==> src/rtl/rx_sd_pkg.sv <==
// rx_sd_pkg: shared FSM state type and width helpers for the rx_sd_hyst signal detector
package rx_sd_pkg;
  typedef enum logic [1:0] {IDLE, ARMING, ACTIVE, RELEASING} sd_state_t;
  localparam int WIDTH_DEF = 16;
  localparam int AVG_LOG2_DEF = 4;
  localparam int SUM_WIDTH = WIDTH_DEF + AVG_LOG2_DEF;
  function automatic int sum_width(input int w, input int l);
    return w + l;
  endfunction
endpackage

==> src/rtl/rx_sd_movavg.sv <==
// rx_sd_movavg: 2^AVG_LOG2-deep moving average (clk, rst, en accept strobe, a sample in, avg level out)
module rx_sd_movavg
  import rx_sd_pkg::*;
#(
  parameter int WIDTH = 16,
  parameter int AVG_LOG2 = 4
) (
  input  logic             clk,
  input  logic             rst,
  input  logic             en,
  input  logic [WIDTH-1:0] a,
  output logic [WIDTH-1:0] avg
);
  localparam int SW = sum_width(WIDTH, AVG_LOG2);
  localparam int DEPTH = 1 << AVG_LOG2;
  logic [WIDTH-1:0] hist [DEPTH];
  logic [AVG_LOG2-1:0] ptr;
  logic [SW-1:0] sum;
  always_ff @(posedge clk) begin
    if (rst) begin
      ptr <= '0;
      sum <= '0;
      for (int k = 0; k < DEPTH; k++) hist[k] <= '0;
    end else if (en) begin
      hist[ptr] <= a;
      sum <= sum + SW'(a) - SW'(hist[ptr]);
      ptr <= ptr + AVG_LOG2'(1);
    end
  end
  assign avg = WIDTH'(sum >> AVG_LOG2);
endmodule

==> src/rtl/rx_sd_hyst.sv <==
// rx_sd_hyst: I/Q signal detector (peak/avg level, hysteresis FSM) -> SD_level(_valid), SD_flag, SD_rise, SD_fall
module rx_sd_hyst
  import rx_sd_pkg::*;
#(
  parameter int WIDTH = 16,
  parameter int MAX_WINDOW_WIDTH = 8,
  parameter int AVG_LOG2 = 4
) (
  input  logic                        clk,
  input  logic                        rst,
  input  logic                        RX_SD_MODE,
  input  logic [WIDTH-1:0]            RX_SD_TH_ON,
  input  logic [WIDTH-1:0]            RX_SD_TH_OFF,
  input  logic [MAX_WINDOW_WIDTH-1:0] RX_SD_ON_CNT,
  input  logic [MAX_WINDOW_WIDTH-1:0] RX_SD_OFF_CNT,
  input  logic [WIDTH-1:0]            I_tdata,
  input  logic                        I_tvalid,
  input  logic [WIDTH-1:0]            Q_tdata,
  input  logic                        Q_tvalid,
  output logic [WIDTH-1:0]            SD_level,
  output logic                        SD_level_valid,
  output logic                        SD_flag,
  output logic                        SD_rise,
  output logic                        SD_fall
);
  logic accept, a_v, hi, lo;
  logic [WIDTH-1:0] abs_i, abs_q, a_r, peak, avg, th_off_eff;
  logic [MAX_WINDOW_WIDTH-1:0] cnt, cnt_up, n_on, n_off;
  sd_state_t state;
  always_comb begin
    accept = I_tvalid & Q_tvalid;
    abs_i = I_tdata[WIDTH-1] ? -I_tdata : I_tdata;
    abs_q = Q_tdata[WIDTH-1] ? -Q_tdata : Q_tdata;
    th_off_eff = (RX_SD_TH_OFF < RX_SD_TH_ON) ? RX_SD_TH_OFF : RX_SD_TH_ON;
    n_on = (RX_SD_ON_CNT == '0) ? MAX_WINDOW_WIDTH'(1) : RX_SD_ON_CNT;
    n_off = (RX_SD_OFF_CNT == '0) ? MAX_WINDOW_WIDTH'(1) : RX_SD_OFF_CNT;
    hi = SD_level >= RX_SD_TH_ON;
    lo = SD_level < th_off_eff;
    cnt_up = cnt + MAX_WINDOW_WIDTH'(1);
  end
  always_ff @(posedge clk) begin
    if (rst) begin
      a_r <= '0;
      a_v <= 1'b0;
      peak <= '0;
      SD_level_valid <= 1'b0;
    end else begin
      a_v <= accept;
      SD_level_valid <= a_v;
      if (accept) a_r <= (abs_i > abs_q) ? abs_i : abs_q;
      if (a_v) peak <= a_r;
    end
  end
  rx_sd_movavg #(.WIDTH(WIDTH), .AVG_LOG2(AVG_LOG2)) u_avg (
    .clk(clk),
    .rst(rst),
    .en(a_v),
    .a(a_r),
    .avg(avg)
  );
  assign SD_level = RX_SD_MODE ? avg : peak;
  always_ff @(posedge clk) begin
    if (rst) begin
      state <= IDLE;
      cnt <= '0;
      SD_flag <= 1'b0;
      SD_rise <= 1'b0;
      SD_fall <= 1'b0;
    end else begin
      SD_rise <= 1'b0;
      SD_fall <= 1'b0;
      if (SD_level_valid) begin
        case (state)
          IDLE, ARMING:
            if (!hi) begin
              state <= IDLE;
              cnt <= '0;
            end else if (cnt_up >= n_on) begin
              state <= ACTIVE;
              cnt <= '0;
              SD_flag <= 1'b1;
              SD_rise <= 1'b1;
            end else begin
              state <= ARMING;
              cnt <= cnt_up;
            end
          default:
            if (!lo) begin
              state <= ACTIVE;
              cnt <= '0;
            end else if (cnt_up >= n_off) begin
              state <= IDLE;
              cnt <= '0;
              SD_flag <= 1'b0;
              SD_fall <= 1'b1;
            end else begin
              state <= RELEASING;
              cnt <= cnt_up;
            end
        endcase
      end
    end
  end
endmodule

==> config.mk <==
export PLATFORM = sky130hd
export DESIGN_NAME = rx_sd_hyst
export DESIGN_NICKNAME = d
export VERILOG_FILES = /design/src/rtl/rx_sd_pkg.sv /design/src/rtl/rx_sd_movavg.sv /design/src/rtl/rx_sd_hyst.sv
export SDC_FILE = /design/constraint.sdc
export NUM_CORES = 1
export LEC_CHECK = 0
export BUFFER_PORTS_ARGS = -buffer_cell sky130_fd_sc_hd__buf_2
export CAP_MARGIN = 15
export CORE_MARGIN = 4
export CORE_UTILIZATION = 45
export DETAILED_ROUTE_END_ITERATION = 7
export GPL_ROUTABILITY_DRIVEN = 0
export PLACE_DENSITY = 0.58
export SYNTH_ARGS = -nofsm -noshare
export SYNTH_HDL_FRONTEND = slang
export SYNTH_HIERARCHICAL = 1
export SYNTH_SLANG_ARGS = --single-unit
export TNS_END_PERCENT = 20
==> constraint.sdc <==
create_clock -name clk -period 5.5 [get_ports clk]
set_input_delay 1.375 -clock clk [delete_from_list [all_inputs] [get_ports clk]]
set_output_delay 1.375 -clock clk [all_outputs]
set_load 0.02 [all_outputs]
# Word-level counts from Yosys, hierarchy flattened
# Memory sizes are Yosys's and may differ from the RTL's. A register that Yosys moved wholly into a read port is not among the register bits.
# Cells that the tools add are included.
[op_classes] n_mul=0 n_eq_ne=3 n_reduce_logical=10 magnitude_cmp=6 shifts=0 bitwise=5 mux=34 addsub=6 div_mod_pow=0
[op_table] cell="$mux 16" count=6
[op_table] cell="$mux 8" count=7
[op_table] cell="$lt 16x16->1" count=2
[op_table] cell="$neg 16->16" count=2
[op_table] cell="$add 20x16->20" count=1
[op_table] cell="$sub 20x16->20" count=1
[op_table] cell="$ge 16x16->1" count=1
[op_table] cell="$ge 8x8->1" count=2
[op_table] cell="$gt 16x16->1" count=1
[op_table] cell="$logic_not 8->1" count=2
[op_table] cell="$reduce_or 16->1" count=1
[op_table] cell="$mux 1" count=13
[op_table] cell="$mux 4" count=3
[op_table] cell="$mux 2" count=5
[op_table] cell="$add 8x1->8 const B" count=1
[op_table] cell="$reduce_and 5->1" count=1
[op_table] cell="$reduce_or 5->1" count=1
[op_table] cell="$add 4x1->4 const B" count=1
[op_table] cell="$ne 2x2->1 const B" count=2
[op_table] cell="$not 1->1" count=4
[op_table] cell="$reduce_bool 2->1" count=2
[op_table] cell="$reduce_or 4->1" count=1
[op_table] cell="$eq 2x1->1 const B" count=1
[op_table] cell="$logic_not 2->1" count=1
[op_table] cell="2 further kinds" count=2
[totals] latchBits=0 mem_count=1 register_bits=71 wordCells=76 mem_bits_ro=0 output_inout_bits=20 ram_bits=256
[mem_list] name="u_avg.hist" depth=16 width=16 read_ports=1 rd_clocked_by_memory_dff=1 wr=16 line="rx_sd_movavg.sv:16" text="logic [WIDTH-1:0] hist [DEPTH];"

# Longest topological paths before layout
# Gate-level depths: netlist (run 1).
[depth] ltp_word=6 mapped_depth=17 mapped_depth_nobuf=16

# Modules after synthesis
# Netlist (run 1), hierarchy kept.
[modules_own_cells] mod="rx_sd_movavg" n_inst=1 area_each_um2=14174.8 seq_area_each_um2=8247.9 cells_each=1068
[modules_own_cells] mod="rx_sd_hyst" n_inst=1 area_each_um2=4844.6 seq_area_each_um2=920.9 cells_each=566

# Worst setup path before layout (run 1)
# Ideal clock, no wire load.
[synth_timing] path_kind="input port to flip-flop" start="input RX_SD_TH_ON[9]" end="register cnt[4]" path_buffers=1 path_stages=16 setup_ns=0.071 path_slack_ns=0.730 arrival_ns=4.699 path_cell_list="inv_1 > ha_1 > a21oi_1 > o21ai_0 > or4_1 > a21oi_2 > buf_2 > mux2i_1 > ha_1 > o21ai_0 > o221ai_1 > a21oi_1 > nand4b_1 > a31oi_2 > o32ai_1 > a21oi_1"
[synth_between] elab_chain_cells=5 word_cells_on_any_way=7
[synth_rtl] element="start, declared" line="rx_sd_hyst.sv:12" text="input logic [WIDTH-1:0] RX_SD_TH_ON,"
[synth_rtl] element="$lt 16x16->1" line="rx_sd_hyst.sv:34" text="th_off_eff = (RX_SD_TH_OFF < RX_SD_TH_ON) ? RX_SD_TH_OFF : RX_SD_TH_ON;"
[synth_rtl] element="$mux 16" line="rx_sd_hyst.sv:34"
[synth_rtl] element="$lt 16x16->1" line="rx_sd_hyst.sv:38" text="lo = SD_level < th_off_eff;"
[synth_rtl] element="$mux 8" line="rx_sd_hyst.sv:88" text="if (!lo) begin"
[synth_rtl] element="$mux 8 (*)" line="rx_sd_hyst.sv:73" text="case (state)"
[synth_rtl] element="end signal, assigned" line="rx_sd_hyst.sv:85" text="cnt <= cnt_up;"
[synth_rtl] element="end signal, assigned" line="rx_sd_hyst.sv:98" text="cnt <= cnt_up;"
[synth_rtl] element="end, declared" line="rx_sd_hyst.sv:28" text="logic [MAX_WINDOW_WIDTH-1:0] cnt, cnt_up, n_on, n_off;"
# Mark *: on every way between the ends. The rest lies on a longest branch, timed or not.
# A chain may end at the register's enable or synchronous reset.

# Worst setup path after layout (run 1)
# Same ends and word-level chain as after synthesis.

==> flow_summary_export.csv, run 1 <==
group,metric,value,unit
outcome,status,"complete, no violations",
critical_path,worstSetupEndpointType,"flop",
synth,yosysMostFrequentCell,"edfxtp_1",
critical_path,path_class,"in -> reg",
clock_network,clk_path_buf_depth,3,
floorplanning,initial_core_util,45.4,%
power,irDropWorstVdd,0.196,mV
synth,synth_area_leader_cell,"edfxtp_1",
synth,synth_top_area_share,40.4,%
floorplanning,fp.dieH,214,um
clock_network,tritoncts,"built",
place,dp_hpwl,34.4,mm
final_layout,antennaDiodeCount,0,
synth,synthArstFlopShare,0,%
clock_network,h-tree-depth,2,
sta,worstMarginPinSlew,0.937,ns
critical_path,path_common_cell,"a21oi_1",
synth,syn_nets,1840,
synth,synth_ff_type,"edfxtp_1",
sta,period_minus_slack,4.70,ns
final_layout,areaGrowthSynthToFinish,10.6,%
final_layout,final_cell_area,21000,um2
sta,max_freq,213,MHz
floorplanning,core,41900,um2
synth,syn_area,19000,um2
sta,final-setup-viol-count,0,
detailed_routing,wl_per_cell,22.6,um
critical_path,reg2reg_to,"u_avg/sum[12]$_SDFFE_PP0P_",
synth,synth_cell_types,72,
detailed_routing,routed_wirelength,50.4,mm
place,port_buffers,104,
clock_network,cts_made_buffers,37,
detailed_routing,vias,13400,
critical_path,critPathMaxStageDelay,0.57,ns
floorplanning,ios,105,
critical_path,crit_path_max_fanout,8,
power,power_density,301,nW/um2
final_layout,fill_cells,3725,
synth,synthCells,1634,
critical_path,critPathArrivalTime,5.13,ns
critical_path,slowest_stage,"or4_1",
sta,hold_violations,0,
grt,grt_pass1_vias,13200,
critical_path,critPathRequiredTime,5.93,ns
critical_path,ff2ff_path_depth,12,
final_layout,layout.nets,1869,
clock_network,ctsResizeCount,0,
sta,slew_viol_final,0,
detailed_routing,avgViaCountPerCell,6.02,
synth,synth-edff-count,256,
grt,antenna_found_initial,0,
clock_network,postCtsSetupRepairBufs,0,
clock_network,clk_latency,0.52,ns
synth,yosysWarnings,6,
place,place_area,19900,um2
grt,grt_pass1_wl,78.1,mm
run,drv_cap,0,
critical_path,cp-startpoint,"RX_SD_TH_ON[9]",
critical_path,rrSetupSlack,0.81,ns
detailed_routing,dr.pass1.iters,5,
sta,max-slew-margin-rel,37.6,%
final_layout,drive_gt1_share,19.1,%
critical_path,worstSetupStartpointType,"primary input",
grt,grt-ovfl-total,0,
power,power.leakage,7.79,nW
sta,grt_setup_unrepaired,"false",
synth,ys_seq_area_share,48.2,%
detailed_routing,drtAntennaViolNets,0,
detailed_routing,drc,0,
detailed_routing,drtIter0Drc,963,
grt,grtUsageTotal,21.9,%
synth,synth_seq_cells,330,
sta,setup_tns,0,ns
synth,synthTopCellsByArea,"edfxtp_1, mux4_2, dfxtp_1",
synth,netlist_top_cells_count,"edfxtp_1, nor3_1, clkbuf_1, ha_1, inv_1",
floorplanning,die_w,214,um
floorplanning,std_cell_rows,75,
sta,finalCritPeriodShare,85.4,%
clock_network,cts_root_buf,"clkbuf_16",
floorplanning,die_area,45600,um2
grt,grt_start_max_net_pins,92,
critical_path,path_cells,"buf_2 > inv_1 > ha_1 > a21oi_1 > o21ai_0 > or4_1 > a21oi_2 > buf_4 > mux2i_1 > ha_1 > a211oi_1 > o221ai_1 > a21oi_1 > nand3_1 > nor2_1 > o32ai_1 > a21oi_1",
sta,fin_skew,0.0122,ns
worst_hold_path,hold_start,"peak[5]$_SDFFE_PP0P_",
worst_hold_path,holdPathEnd,"peak[5]$_SDFFE_PP0P_",
clock_network,clock_sinks,330,
synth,syn_area_per_cell,11.6,um2
worst_hold_path,hold_class,"reg -> reg",
clock_network,hold_buffers,0,
clock_network,clk_pin_slew_worst_paths,0.06,ns
worst_hold_path,hold_depth,2,
-- how the worst max path moves through the flow --
stage / to / slack (ns)
4_1_cts: u_avg/sum[12]$_SDFFE_PP0P_ / 0.81
3_5_place_dp: cnt[4]$_SDFFE_PP0P_ / 0.28
5_1_grt: cnt[4]$_SDFFE_PP0P_ / 0.53
6_report: cnt[4]$_SDFFE_PP0P_ / 0.80
3_3_place_gp: cnt[2]$_SDFFE_PP0P_ / 0.34
2_1_floorplan: cnt[4]$_SDFFE_PP0P_ / 0.73
-- state kept, by name, indices dropped and copies added, names as in the netlist, named ones only --
register        count
peak               16
u_avg/sum          20
cnt                 8
u_avg/hist        256
u_avg/ptr           4
a_v                 1
state               1
SD_rise             1
SD_flag             1
a_r                16
SD_fall             1
SD_level_valid      1
-- area by class of cell --
type	count	area (um2)	area share (%)
inverters	116	435	2.07
clock buffers	54	1030	4.91
clock inverters	12	110	0.524
multi-input cells	1045	8820	42.0
well taps	539	674	3.21
repair buffers	133	776	3.69
flip-flops and latches	330	9180	43.6
-- cells by family (layout without fill, tap and decap cells) --
kind of cell	after synthesis	count (layout)	share of synthesized area, %
and+or+nand+nor	532	532	15.2
DFF	330	330	48.2
buffers and inverters	259	315	5.51
AOI/OAI and AO/OA	220	220	8.31
muxes	135	135	12.5
adders and majority gates	121	121	8.59
xor gates and xnor gates	37	37	1.70
-- routing by layer --
| layer | routed length, um | global-route usage, % | vias to the layer above |
|---|---|---|---|
| met2 | 23300 | 34.4 | 408 |
| li1 | - | - | 6325 |
| met1 | 23000 | 32.3 | 6635 |
| met5 | 0 | 0 | - |
| met3 | 3280 | 4.07 | 49 |
| met4 | 821 | 4.55 | 0 |
-- worst max-delay path: cells and delay by family --
kind,cells,cell delay [ns]
and+or+nand+nor,3,1.15
muxes,1,0.22
adders and majority gates,2,0.59
AOI/OAI and AO/OA,8,1.44
buffers and inverters,3,0.36
-- placed cells by master, fill, tap and decap left out, types with 38 or more instances in the layout --
cell type | synthesis | final
mux2i_1 | 38 | 38
nor2_1 | 65 | 65
a21oi_1 | 43 | 43
ha_1 | 105 | 105
mux4_2 | 80 | 80
inv_1 | 101 | 101
nor3_1 | 197 | 197
edfxtp_1 | 256 | 256
dfxtp_1 | 74 | 69
clkbuf_16 | 0 | 39
nor4_1 | 69 | 69
buf_2 | 12 | 104
-- report_power, final --
group          internal, W  switching [W]
sequential         0.00278      0.0000652
combinational     0.000440       0.000693
clock              0.00140       0.000961
-- through the flow --
| step | instances | utilization, % | hold slack (ns) | total power [W] | setup WS, ns |
|---|---|---|---|---|---|
| CTS | 2229 | 50.2 | 0.493 | 0.00639 | 0.812 |
| finish | 2229 | 50.2 | 0.489 | 0.00633 | 0.803 |
| detailed placement | 2163 | 47.5 | 0.480 | 0.00402 | 0.282 |
| floorplan | 1634 | - | 0.456 | 0.00370 | 0.730 |
| global route | 2229 | 50.2 | 0.511 | 0.00664 | 0.533 |
| global placement | 2163 | 47.5 | 0.468 | 0.00400 | 0.338 |
Power figures use the tool's default switching activity.
==> run 2, diff against run 1 <==
MAX_ROUTING_LAYER = met4   (was default)
==> flow_summary_export.csv, run 2 (synthesis results as in run 1) <==
group,metric,value,unit
outcome,status,"complete, no violations",
sta,max_freq,211,MHz
power,power_density,301,nW/um2
detailed_routing,drtIter0Drc,1006,
critical_path,critPathMaxStageDelay,0.57,ns
place,place_area,19900,um2
floorplanning,initial_core_util,45.4,%
critical_path,path_cells,"buf_2 > inv_1 > ha_1 > a21oi_1 > o21ai_0 > or4_1 > a21oi_2 > buf_4 > mux2i_1 > ha_1 > a211oi_1 > o221ai_1 > a21oi_1 > nand3_1 > nor2_1 > o32ai_1 > a21oi_1",
critical_path,path_class,"in -> reg",
final_layout,areaGrowthSynthToFinish,10.6,%
grt,grt-ovfl-total,0,
critical_path,crit_path_max_fanout,8,
clock_network,clock_sinks,330,
place,place_ws,0.282,ns
critical_path,rrSetupSlack,0.82,ns
sta,finalCritPeriodShare,86.2,%
final_layout,regMostFlops,"u_avg/hist",
grt,grtUsageTotal,22.6,%
worst_hold_path,hold_class,"reg -> reg",
detailed_routing,routed_wirelength,50.4,mm
final_layout,drive_gt1_share,19.1,%
sta,worstMarginPinSlew,0.916,ns
detailed_routing,wl_per_cell,22.6,um
sta,fin_skew,0.0111,ns
final_layout,antennaDiodeCount,0,
detailed_routing,wl_met2,23.3,mm
detailed_routing,dr_wl_met3,3.37,mm
run,drv_cap,0,
place,dpl.cell_count,2163,
floorplanning,ios,105,
critical_path,worstSetupStartpointType,"primary input",
sta,fin_ws,0.757,ns
power,finalPower,0.00633,W
sta,setup_tns,0,ns
grt,grt_start_max_net_pins,92,
critical_path,ff2ff_path_depth,12,
power,power.leakage,7.79,nW
sta,grt_setup_unrepaired,"false",
detailed_routing,avgViaCountPerCell,6.00,
detailed_routing,highest_layer,"met4",
clock_network,hold_buffers,0,
floorplanning,die_area,45600,um2
critical_path,path_common_cell,"a21oi_1",
critical_path,slowest_stage,"or4_1",
floorplanning,core,41900,um2
sta,final-setup-viol-count,0,
critical_path,worstSetupEndpointType,"flop",
final_layout,layout_commonest_cell,"edfxtp_1",
grt,grt_pass1_vias,13100,
critical_path,critPathRequiredTime,5.93,ns
sta,hold_violations,0,
place,dp_hpwl,34.4,mm
final_layout,final_cell_mix,"edfxtp_1, nor3_1, ha_1, buf_2, inv_1",
final_layout,final_cells,2229,
final_layout,final_cell_area,21000,um2
floorplanning,std_cell_rows,75,
clock_network,postCtsSetupRepairBufs,0,
power,irDropWorstVdd,0.197,mV
detailed_routing,dr.pass1.iters,5,
clock_network,clk_pin_slew_worst_paths,0.06,ns
clock_network,clk_latency,0.52,ns
place,port_buffers,104,
detailed_routing,drtAntennaViolNets,0,
sta,slew_viol_final,0,
floorplanning,die_w,214,um
final_layout,largest_register_ff_count,256,
clock_network,cts_root_buf,"clkbuf_16",
clock_network,tritoncts,"built",
final_layout,layout.nets,1869,
clock_network,ctsResizeCount,0,
detailed_routing,vias,13400,
floorplanning,fp.dieH,214,um
final_layout,top_regs,"u_avg/hist x256, u_avg/sum x20",
clock_network,h-tree-depth,2,
clock_network,cts_made_buffers,37,
critical_path,critPathArrivalTime,5.18,ns
grt,antenna_found_initial,0,
worst_hold_path,hold_depth,2,
clock_network,clk_path_buf_depth,3,
detailed_routing,wl_met1,22.9,mm
detailed_routing,drc,0,
sta,max-slew-margin-rel,38.9,%
sta,period_minus_slack,4.74,ns
grt,grt_pass1_wl,78.1,mm
[run 2: cell counts in the layout (fill, tap and decap cells not counted)]
No cell type changed its count.
[run 2: path summary, 6_finish.rpt]
check                             from                          to
setup reg to reg                  flop  u_avg/sum[12]$_SDFFE_PP0P_
setup / recovery        RX_SD_TH_ON[9]         cnt[3]$_SDFFE_PP0P_
hold / removal    peak[5]$_SDFFE_PP0P_        peak[5]$_SDFFE_PP0P_
hold reg to reg   peak[5]$_SDFFE_PP0P_        peak[5]$_SDFFE_PP0P_
[run 2: power breakdown]
group / internal (W) / leakage [nW] / switching, W
Sequential: 0.00278 / 3.25 / 0.0000647
Clock: 0.00140 / 0.551 / 0.000961
Combinational: 0.000440 / 3.99 / 0.000694
Total: 0.00461 / 7.79 / 0.00172
[run 2: worst max-delay path: cells and delay by family]
family | cells | cell delay (ns)
compound gates | 8 | 1.47
fa+ha+maj | 2 | 0.59
simple gates | 3 | 1.14
buf+inv | 3 | 0.36
mux | 1 | 0.23
[run 2: layout make-up]
| type | instances | area, um2 |
|---|---|---|
| timing repair buffer | 133 | 776 |
| clock buffer | 54 | 1030 |
| tap | 539 | 674 |
| sequential | 330 | 9180 |
| clock inverter | 12 | 110 |
| inverter | 116 | 435 |
| fill | 3725 | 20800 |
| multi-input combinational | 1045 | 8820 |
[run 2: routing by layer]
metal  track usage [%]  vias up
li1                  -     6320
met1              32.4     6593
met2              34.4      409
met3              3.89       50
met4              4.55        0
met5                 -        -
[run 2: per-stage QoR]
| stage | hold slack, ns | util, % |
|---|---|---|
| finish | 0.489 | 50.2 |
| detailed placement | 0.480 | 47.5 |
| global route | 0.511 | 50.2 |
| floorplan | 0.456 | - |
| global placement | 0.468 | 47.5 |
| CTS | 0.493 | 50.2 |
==> run 3, diff against run 2 <==
RECOVER_POWER = 100   (was default)
==> flow_summary_export.csv, run 3 (synthesis results as in run 1) <==
group,metric,value,unit
grt,grt-ovfl-total,0,
floorplanning,initial_core_util,45.4,%
place,port_buffers,104,
clock_network,cts_made_buffers,37,
grt,antenna_found_initial,0,
critical_path,critPathMaxStageDelay,0.57,ns
clock_network,postCtsSetupRepairBufs,0,
detailed_routing,routed_wirelength,50.4,mm
final_layout,layout.nets,1869,
clock_network,clk_pin_slew_worst_paths,0.06,ns
power,power_density,302,nW/um2
sta,max-slew-margin-rel,-23.2,%
critical_path,cp.buffers_inverters,2,
final_layout,final_util,50.1,%
place,place_area,19900,um2
critical_path,path_class,"reg -> reg",
floorplanning,fp.dieH,214,um
grt,grt_start_max_net_pins,92,
final_layout,final_cell_mix,"edfxtp_1, nor3_1, ha_1, inv_1, buf_2",
critical_path,critPathArrivalTime,5.31,ns
sta,slew_viol_final,226,
final_layout,antennaDiodeCount,0,
critical_path,path_cells,"buf_12 > mux4_2 > mux4_2 > fa_1 > inv_1 > fa_1 > a21o_1 > a21oi_1 > o21ai_0 > a41oi_1 > nor3_1 > or4_1",
critical_path,worstSetupStartpointType,"flop",
clock_network,hold_buffers,0,
final_layout,final_cell_area,21000,um2
detailed_routing,vias,13400,
clock_network,ctsResizeCount,0,
power,clkPwrFrac,37.3,%
sta,hold_slack,0.486,ns
sta,worstMarginPinSlew,1.85,ns
power,p_int,0.00461,W
critical_path,crit_path_max_fanout,17,
worst_hold_path,hold_class,"reg -> reg",
grt,grt_pass1_wl,78.1,mm
final_layout,fill_cells,3747,
sta,final-setup-viol-count,0,
floorplanning,ios,105,
clock_network,clk_latency,0.52,ns
sta,finalCritPeriodShare,89.6,%
grt,grt_pass1_vias,13100,
clock_network,h-tree-depth,2,
final_layout,multi_input_area,8800,um2
critical_path,critPathRequiredTime,5.88,ns
floorplanning,std_cell_rows,75,
detailed_routing,wl_per_cell,22.6,um
floorplanning,core,41900,um2
final_layout,top_regs,"u_avg/hist x256, u_avg/sum x20",
final_layout,largest_register_ff_count,256,
grt,grtUsageTotal,22.6,%
sta,period_minus_slack,4.93,ns
sta,setup_tns,0,ns
sta,hold_violations,0,
outcome,status,"finished, violations left",
sta,max_freq,203,MHz
power,p_sw,0.00172,W
outcome,failed_checks,"capacitance limit, slew limit",
detailed_routing,drtAntennaViolNets,0,
power,power.leakage,7.70,nW
floorplanning,die_area,45600,um2
clock_network,cts_root_buf,"clkbuf_16",
critical_path,worstSetupEndpointType,"flop",
run,drv_cap,7,
final_layout,areaGrowthSynthToFinish,10.2,%
detailed_routing,drc,0,
detailed_routing,drtIter0Drc,1016,
clock_network,clk_path_buf_depth,3,
final_layout,layout_commonest_cell,"edfxtp_1",
floorplanning,die_w,214,um
power,power_frac_comb,17.7,%
critical_path,cp_top_family,"compound AO/OA/AOI/OAI gates",
detailed_routing,dr.pass1.iters,7,
sta,grt_setup_unrepaired,"false",
final_layout,final_cells,2229,
detailed_routing,avgViaCountPerCell,6.02,
final_layout,drive_gt1_share,15.9,%
power,swShare,27.1,%
critical_path,slowest_stage,"dfxtp_4",
clock_network,tritoncts,"built",
clock_network,clock_sinks,330,
final_layout,regMostFlops,"u_avg/hist",
place,dp_hpwl,34.4,mm
sta,fin_skew,0.0134,ns
power,irDropWorstVdd,0.196,mV
place,dpl.cell_count,2163,
final_layout,regArea,9180,um2
power,sequentialPowerShare,45.0,%
[run 3: changes by cell type in the layout (fill, tap and decap cells not counted), moves of 8 or more]
cell,delta
and2_0,+9
and2_1,-9
buf_2,-8
buf_4,-9
clkbuf_1,+16
mux2_1,+16
mux2_2,-16
or2_0,+16
or2_2,-16
[run 3: final cells by class]
| cell class | count | share of cell area (%) |
|---|---|---|
| clock inverter | 12 | 0.525 |
| tap | 539 | 3.22 |
| sequential | 330 | 43.8 |
| multi-input combinational | 1045 | 42.0 |
| clock buffer | 54 | 4.92 |
| timing repair buffer | 133 | 3.50 |
| inverter | 116 | 2.08 |
[run 3: worst paths after layout]
kind | from | endpoint | slack, ns | cells after the start
max | flop | u_avg/sum[12]$_SDFFE_PP0P_ | 0.57 | 12
min reg2reg | peak[5]$_SDFFE_PP0P_ | peak[5]$_SDFFE_PP0P_ | 0.49 | 2
min | peak[5]$_SDFFE_PP0P_ | peak[5]$_SDFFE_PP0P_ | 0.49 | 2
max reg2reg | flop | u_avg/sum[12]$_SDFFE_PP0P_ | 0.57 | 12
[run 3: per-stage QoR]
step | total power, W | worst slack, ns
6_report | 0.00632 | 0.573
5_1_grt | 0.00663 | 0.285
4_1_cts | 0.00639 | 0.812
3_5_place_dp | 0.00402 | 0.282
3_3_place_gp | 0.00400 | 0.338
2_1_floorplan | 0.00370 | 0.730
[run 3: tightest hold or removal path, stage by stage, from the launching register on]
cell,delay (ns)
dfxtp_1,0.32
mux2i_1,0.06
nor2_1,0.07
[run 3: power groups by stage]
stage               Sequential (W)  Clock (W)  Combinational (W)
floorplan                  0.00286          0           0.000841
global placement           0.00289          0            0.00111
detailed placement         0.00290          0            0.00112
CTS                        0.00284    0.00241            0.00113
global route               0.00285    0.00252            0.00125
finish                     0.00285    0.00236            0.00112
[run 3: layer usage]
metal	wire length, um	up-vias	share of wire (%)	global-route usage, %
met5	0	-	0	-
met4	782	0	1.6	4.55
met3	3200	50	6.3	3.89
met1	23200	6618	46	32.4
li1	-	6324	-	-
met2	23200	417	46	34.4
